`config.mk`:
```
export PLATFORM = sky130hd
export DESIGN_NAME = disp_scan_ctrl_flat
export DESIGN_NICKNAME = d
export VERILOG_FILES = /design/src/rtl/disp_scan_ctrl_pkg.sv /design/src/rtl/disp_scan_ctrl_if.sv /design/src/rtl/disp_scan_ctrl_seg_hex_decode.sv /design/src/rtl/disp_scan_ctrl.sv /design/src/flat_wrapper.sv
export SDC_FILE = /design/constraint.sdc
export NUM_CORES = 1
export LEC_CHECK = 0
export ABC_AREA = 1
export CAP_MARGIN = 15
export CORE_MARGIN = 4
export CORE_UTILIZATION = 59
export CTS_CLUSTER_SIZE = 10
export DETAILED_ROUTE_END_ITERATION = 7
export HOLD_SLACK_MARGIN = 0.08
export PLACE_DENSITY = 0.87
export SLEW_MARGIN = 20
export SYNTH_ARGS = -nofsm -noshare
export SYNTH_HDL_FRONTEND = slang
export SYNTH_SLANG_ARGS = --single-unit
```
`constraint.sdc`:
```
create_clock -name clk -period 4.8 [get_ports clk]
set_clock_uncertainty 0.1 [all_clocks]
set_input_delay 0.96 -clock clk [delete_from_list [all_inputs] [get_ports clk]]
set_output_delay 0.96 -clock clk [all_outputs]
set_load 0.01 [all_outputs]
```
`src/rtl/disp_scan_ctrl_pkg.sv`:
```
// disp_scan_ctrl_pkg
//   Definitions shared by the display scan controller files: the scan FSM
//   state encoding, the register addresses and the CTRL bit positions.
//   There are no ports; each file pulls it in with an import.
package disp_scan_ctrl_pkg;

  typedef enum logic [1:0] {
    IDLE  = 2'd0,
    SHOW  = 2'd1,
    BLANK = 2'd2
  } state_e;

  // Register map
  localparam logic [1:0] ADDR_PEND   = 2'd0;
  localparam logic [1:0] ADDR_CTRL   = 2'd1;
  localparam logic [1:0] ADDR_STATUS = 2'd2;
  localparam logic [1:0] ADDR_RSVD   = 2'd3;

  // CTRL fields
  localparam int CTRL_EN_BIT   = 0;
  localparam int CTRL_MASK_LSB = 1;
  localparam int CTRL_MASK_MSB = 4;

endpackage

```
`src/rtl/disp_scan_ctrl_if.sv`:
```
// disp_scan_ctrl_if
//   Register bus for the display scan controller.
//   Signals:
//     wr_en   - one-cycle write strobe
//     addr    - register index, used for both writes and reads
//     wr_data - write data
//     rd_data - read data for addr
//   Handshake: there is no ready and no acknowledge. A write is accepted
//   on every clock edge where wr_en is high. rd_data is combinational from
//   addr and is valid in the same cycle.
interface disp_scan_ctrl_if;
  logic        wr_en;
  logic [1:0]  addr;
  logic [15:0] wr_data;
  logic [15:0] rd_data;

  modport master (output wr_en, output addr, output wr_data, input rd_data);
  modport slave  (input wr_en, input addr, input wr_data, output rd_data);
endinterface

```
`src/rtl/disp_scan_ctrl_seg_hex_decode.sv`:
```
// seg_hex_decode
//   Converts a hex digit into the pattern for an active-low seven-segment
//   display. The decimal point is always off.
//   Ports:
//     nibble - input,  4 bits: hex digit
//     seg    - output, 8 bits: bit7=a .. bit1=g, bit0=dp (active-low)
module seg_hex_decode (
  input  logic [3:0] nibble,
  output logic [7:0] seg
);
  always_comb begin
    seg = 8'hFF;
    case (nibble)
      4'h0: seg = 8'h03;
      4'h1: seg = 8'h9F;
      4'h2: seg = 8'h25;
      4'h3: seg = 8'h0D;
      4'h4: seg = 8'h99;
      4'h5: seg = 8'h49;
      4'h6: seg = 8'h41;
      4'h7: seg = 8'h1F;
      4'h8: seg = 8'h01;
      4'h9: seg = 8'h09;
      4'hA: seg = 8'h11;
      4'hB: seg = 8'hC1;
      4'hC: seg = 8'h63;
      4'hD: seg = 8'h85;
      4'hE: seg = 8'h61;
      4'hF: seg = 8'h71;
      default: seg = 8'hFF;
    endcase
  end
endmodule

```
`src/rtl/disp_scan_ctrl.sv`:
```
// disp_scan_ctrl
//   Scans a 4-digit multiplexed seven-segment display. Each digit gets a
//   slot of CLK_DIV cycles. The slot is shown for CLK_DIV-BLANK_CYC cycles
//   and then blanked for BLANK_CYC cycles. Software writes the digits into
//   PEND. PEND is copied into ACTIVE at every frame start, so a frame
//   never shows a mix of old and new digits.
//   Ports:
//     clk, rst_n - clock; asynchronous active-low reset
//     bus        - register bus (slave modport)
//     seg        - active-low segments, bit7=a .. bit1=g, bit0=dp
//     an         - active-low digit selects, bit i = digit i
//     dbg_state  - current scan FSM state
module disp_scan_ctrl
  import disp_scan_ctrl_pkg::*;
#(
  parameter int CLK_DIV   = 50000,
  parameter int BLANK_CYC = 16
) (
  input  logic              clk,
  input  logic              rst_n,
  disp_scan_ctrl_if.slave   bus,
  output logic [7:0]        seg,
  output logic [3:0]        an,
  output state_e            dbg_state
);
  localparam int CNT_W    = $clog2(CLK_DIV);
  localparam int SHOW_LEN = CLK_DIV - BLANK_CYC;

  logic [15:0]      pend;
  logic [15:0]      active;
  logic             ctrl_en;
  logic [3:0]       mask;
  state_e           state;
  logic [1:0]       idx;
  logic [CNT_W-1:0] cnt;

  logic pend_wr;
  logic ctrl_wr;
  logic disable_wr;

  assign pend_wr    = bus.wr_en && (bus.addr == ADDR_PEND);
  assign ctrl_wr    = bus.wr_en && (bus.addr == ADDR_CTRL);
  // A write that clears enable stops the scan on the write edge itself.
  // This blanks the outputs in the cycle right after the write.
  assign disable_wr = ctrl_wr && !bus.wr_data[CTRL_EN_BIT];

  always_ff @(posedge clk or negedge rst_n) begin
    if (!rst_n) begin
      pend    <= '0;
      ctrl_en <= 1'b0;
      mask    <= '0;
    end else begin
      if (pend_wr) pend <= bus.wr_data;
      if (ctrl_wr) begin
        ctrl_en <= bus.wr_data[CTRL_EN_BIT];
        mask    <= bus.wr_data[CTRL_MASK_MSB:CTRL_MASK_LSB];
      end
    end
  end

  // ACTIVE loads from the registered PEND. A PEND write on the same edge
  // as a load is therefore seen only at the following frame.
  always_ff @(posedge clk or negedge rst_n) begin
    if (!rst_n) begin
      state  <= IDLE;
      idx    <= '0;
      cnt    <= '0;
      active <= '0;
    end else if (!ctrl_en || disable_wr) begin
      state <= IDLE;
      idx   <= '0;
      cnt   <= '0;
    end else begin
      case (state)
        IDLE: begin
          state  <= SHOW;
          idx    <= '0;
          cnt    <= '0;
          active <= pend;
        end
        SHOW: begin
          if (cnt == CNT_W'(SHOW_LEN - 1)) begin
            state <= BLANK;
            cnt   <= '0;
          end else begin
            cnt <= cnt + 1'b1;
          end
        end
        BLANK: begin
          if (cnt == CNT_W'(BLANK_CYC - 1)) begin
            state <= SHOW;
            cnt   <= '0;
            idx   <= idx + 1'b1;
            if (idx == 2'd3) active <= pend;
          end else begin
            cnt <= cnt + 1'b1;
          end
        end
        default: state <= IDLE;
      endcase
    end
  end

  logic [3:0] nibble;
  logic [7:0] dec_seg;
  logic       digit_on;

  assign nibble = active[{idx, 2'b00} +: 4];

  seg_hex_decode u_dec (
    .nibble (nibble),
    .seg    (dec_seg)
  );

  // The blank mask is read live from CTRL, so a mask change takes effect
  // right away. The digit value changes only at a frame load.
  assign digit_on  = (state == SHOW) && !mask[idx];
  assign an        = digit_on ? ~(4'b0001 << idx) : 4'b1111;
  assign seg       = digit_on ? dec_seg : 8'hFF;
  assign dbg_state = state;

  always_comb begin
    bus.rd_data = '0;
    case (bus.addr)
      ADDR_PEND:   bus.rd_data = pend;
      ADDR_CTRL:   bus.rd_data = {11'd0, mask, ctrl_en};
      ADDR_STATUS: bus.rd_data = {13'd0, (state == SHOW), idx};
      ADDR_RSVD:   bus.rd_data = '0;
      default:     bus.rd_data = '0;
    endcase
  end
endmodule

```
`src/flat_wrapper.sv`:
```
// flat-port wrapper written by rule: the top's interface ports become plain ports
module disp_scan_ctrl_flat import disp_scan_ctrl_pkg::*;
#(
  parameter int CLK_DIV   = 50000,
  parameter int BLANK_CYC = 16
)
  (clk, rst_n, seg, an, dbg_state, bus_wr_en, bus_addr, bus_wr_data, bus_rd_data);
  disp_scan_ctrl_if bus_i ();
  input  logic clk;
  input  logic rst_n;
  output logic [7:0] seg;
  output logic [3:0] an;
  output state_e dbg_state;
  input wire logic [$bits(bus_i.wr_en)-1:0] bus_wr_en;
  input wire logic [$bits(bus_i.addr)-1:0] bus_addr;
  input wire logic [$bits(bus_i.wr_data)-1:0] bus_wr_data;
  output wire logic [$bits(bus_i.rd_data)-1:0] bus_rd_data;
  assign bus_i.wr_en = bus_wr_en;
  assign bus_i.addr = bus_addr;
  assign bus_i.wr_data = bus_wr_data;
  assign bus_rd_data = bus_i.rd_data;
  disp_scan_ctrl #(.CLK_DIV(CLK_DIV), .BLANK_CYC(BLANK_CYC)) u_core (.clk(clk), .rst_n(rst_n), .bus(bus_i), .seg(seg), .an(an), .dbg_state(dbg_state));
endmodule
```
==> results.yml <==
cells_and_area:
  drive_above_1_share_pct: 10.1
  final_cell_mix: "139 x nand2_1, 70 x inv_1, 62 x nor2_1"
  syn2layout_area_growth_pct: 20.4
  n_antenna_cell: 0
  utilization_pct: 73.0
  fin_cells: 621
  nFillCells: 473
  layout_commonest_cell: "nand2_1"
  final_nets: 577
synthesis:
  syn-num-nets: 532
  netlist_instances: 496
  synth_cell_type_count: 30
  yosysTopAreaCell: "dfrtp_1"
  syn_area_um2: 3590
  yosys.area.top_type_share_pct: 39.7
  ys_ff_latch: 57
  ys.warnings.count: 0
  avgSynthCellArea_um2: 7.24
  ys_seq_area_share_pct: 39.7
  synth_area_leaders: "dfrtp_1 40%, nand2_1 15%, inv_1 7.3%"
power:
  vdd_drop_max_mv: 0.301
  p_comb_share_pct: 38.4
  pwr-share-clk_pct: 28.4
  powerDensity_nw_per_um2: 460
  netSwitchingFraction_pct: 37.4
  internal_power_uw: 1240
  leakage_uw: 0.00215
  p_sw_uw: 743
  pwr-share-seq_pct: 33.2
floorplanning:
  die-area_um2: 7400
  start_util_pct: 60.6
  core-area_um2: 5920
  pin_count: 51
  dieHeight_um: 86
  die_w_um: 86
  core.rowCount: 28
critical_path:
  reg2reg_slack_ns: 2.42
  end_kind: "primary output"
  reg2reg_depth: 7
  rr_startpoint: "u_core.dbg_state[0]"
  cp-start-kind: "flop"
  critPathKind: "flop to primary output"
  cp_max_fo: 14
  timing.rr.end: "u_core.cnt[8]"
  cp_data_required_time_ns: 3.74
  worstPathArrival_ns: 2.99
sta:
  rsz0062_at_grt: "no"
  finalSetupTns_ns: 0
  worst_pin_slew_ns: 0.941
  slew_headroom_pct: 37.1
  min_period_ns: 4.05
  final_hold_viol_count: 0
  final_max_slew_viol_count: 0
  period_share_pct: 84.4
  fmax_mhz: 247
  report.final.setup_viol: 0
  hold_ws_ns: 0.389
clock_tree:
  clock-sinks: 57
  cts.repair.resized: 0
  root_buffer: "clkbuf_8"
  clk_pin_slew_ns: 0.06
  hold_buffers: 0
  tritoncts: "yes"
  clockBufferDepth: 2
  post_cts_buffers: 0
  h-tree-depth: 3
  insertion_delay_ns: 0.33
  cts_buffers: 9
routing:
  routed_wl_um: 8360
  dr.pass1.iters: 5
  avgViaCountPerCell: 5.25
  drt-initial-drc-count: 194
  route.vias.total: 3259
  drc: 0
  wl_per_cell_um: 13.5
  ant_nets: 0
min_path:
  hold_path.class: "flop to flop"
  holdPathStages: 2
  hp-start: "u_core.active[11]"
  holdPathEnd: "u_core.active[11]"
placement:
  place.gp.congestion: 0.883
  dpl.cell_count: 605
  io_buffers: 49
  dp_hpwl_um: 6110
global_routing:
  grt_max_degree: 46
  grt.total_usage_pct: 24.5
  grt_pass1_vias: 3221
  antenna_found_initial: 0
  grt_pass1_wl_um: 14400
  grt_overflow_total: 0
flow_run:
  drv_cap: 0
run_status:
  status: "finished clean"
-- registers in the layout, summed over array words and instances (netlist names) --
| signal | count |
|---|---|
| u_core.active | 16 |
| u_core.cnt | 16 |
| u_core.ctrl_en | 1 |
| u_core.dbg_state | 2 |
| u_core.idx | 2 |
| u_core.mask | 4 |
| u_core.pend | 16 |
-- cells by family after synthesis --
logic type / count (synthesis) / synth area share, %
flip-flops: 57 / 39.7
buffers and inverters: 87 / 10.5
AO/OA/AOI/OAI: 60 / 10.9
other: 1 / 0.104
AND/OR/NAND/NOR: 274 / 33.0
XOR/XNOR: 2 / 0.488
adder cells (fa/ha/maj): 15 / 5.23
-- metrics by stage --
| stage | area (um2) | power [uW] | worst slack, ns |
|---|---|---|---|
| after CTS | 4320 | 2000 | 0.783 |
| after floorplan | 3590 | 1210 | 2.15 |
| after detailed placement | 4070 | 1420 | 1.09 |
| after global placement | 4070 | 1390 | 1.13 |
| after global routing | 4320 | 2120 | 0.424 |
| final | 4320 | 1990 | 0.749 |
-- power by group through the flow --
| stage | clock (uW) | combinational (uW) | sequential (uW) |
|---|---|---|---|
| floorplan | 0 | 570 | 645 |
| global placement | 0 | 729 | 662 |
| detailed placement | 0 | 759 | 664 |
| CTS | 574 | 766 | 658 |
| global route | 597 | 851 | 672 |
| finish | 565 | 763 | 660 |
-- Yosys cell counts, drive strengths merged --
master / count
conb: 1
inv: 71
nor3: 1
nor2: 65
o221ai: 1
ha: 15
dfrtp: 57
o21ai: 38
o22ai: 1
nand3: 50
clkbuf: 3
xor2: 2
nand4: 5
buf: 13
o211ai: 5
a21oi: 15
nand2: 153
-- worst max-delay path by stage --
stage | slack (ns) | end | cells after the start | start
finish | 0.75 | seg[7] | 11 | u_core.idx[0]
global route | 0.42 | seg[7] | 11 | u_core.idx[0]
CTS | 0.78 | seg[7] | 11 | u_core.idx[0]
detailed placement | 1.09 | bus_rd_data[1] | 5 | bus_addr[1]
global placement | 1.13 | bus_rd_data[2] | 5 | bus_addr[1]
floorplan | 2.15 | seg[4] | 11 | u_core.idx[0]
-- per-layer routing --
layer	global-route usage [%]	share of wire, %	up-vias
met3	4.23	3.0	21
met4	11.7	2.3	0
met5	0	0	-
met2	43.3	53	71
met1	28.7	42	1527
li1	-	-	1640
-- area by class of cell --
cell class | count | area, um2 | share of cell area (%)
inverters | 71 | 267 | 6.17
well taps | 75 | 93.8 | 2.17
clock buffers | 12 | 155 | 3.59
flip-flops and latches | 57 | 1430 | 33.0
clock inverters | 4 | 98.8 | 2.29
repair buffers | 50 | 493 | 11.4
multi-input cells | 352 | 1790 | 41.4
-- critical path, stage by stage (launching register included) --
cell and delay, ns:
dfrtp_1 0.60, inv_1 0.31, nand2_1 0.13, nand3_1 0.07, nand2_1 0.22, inv_1 0.10
ha_1 0.20, inv_1 0.09, nor2_1 0.07, o21ai_0 0.25, nand3_1 0.10, clkdlybuf4s50_1 0.51
Power figures use the tool's default switching activity.
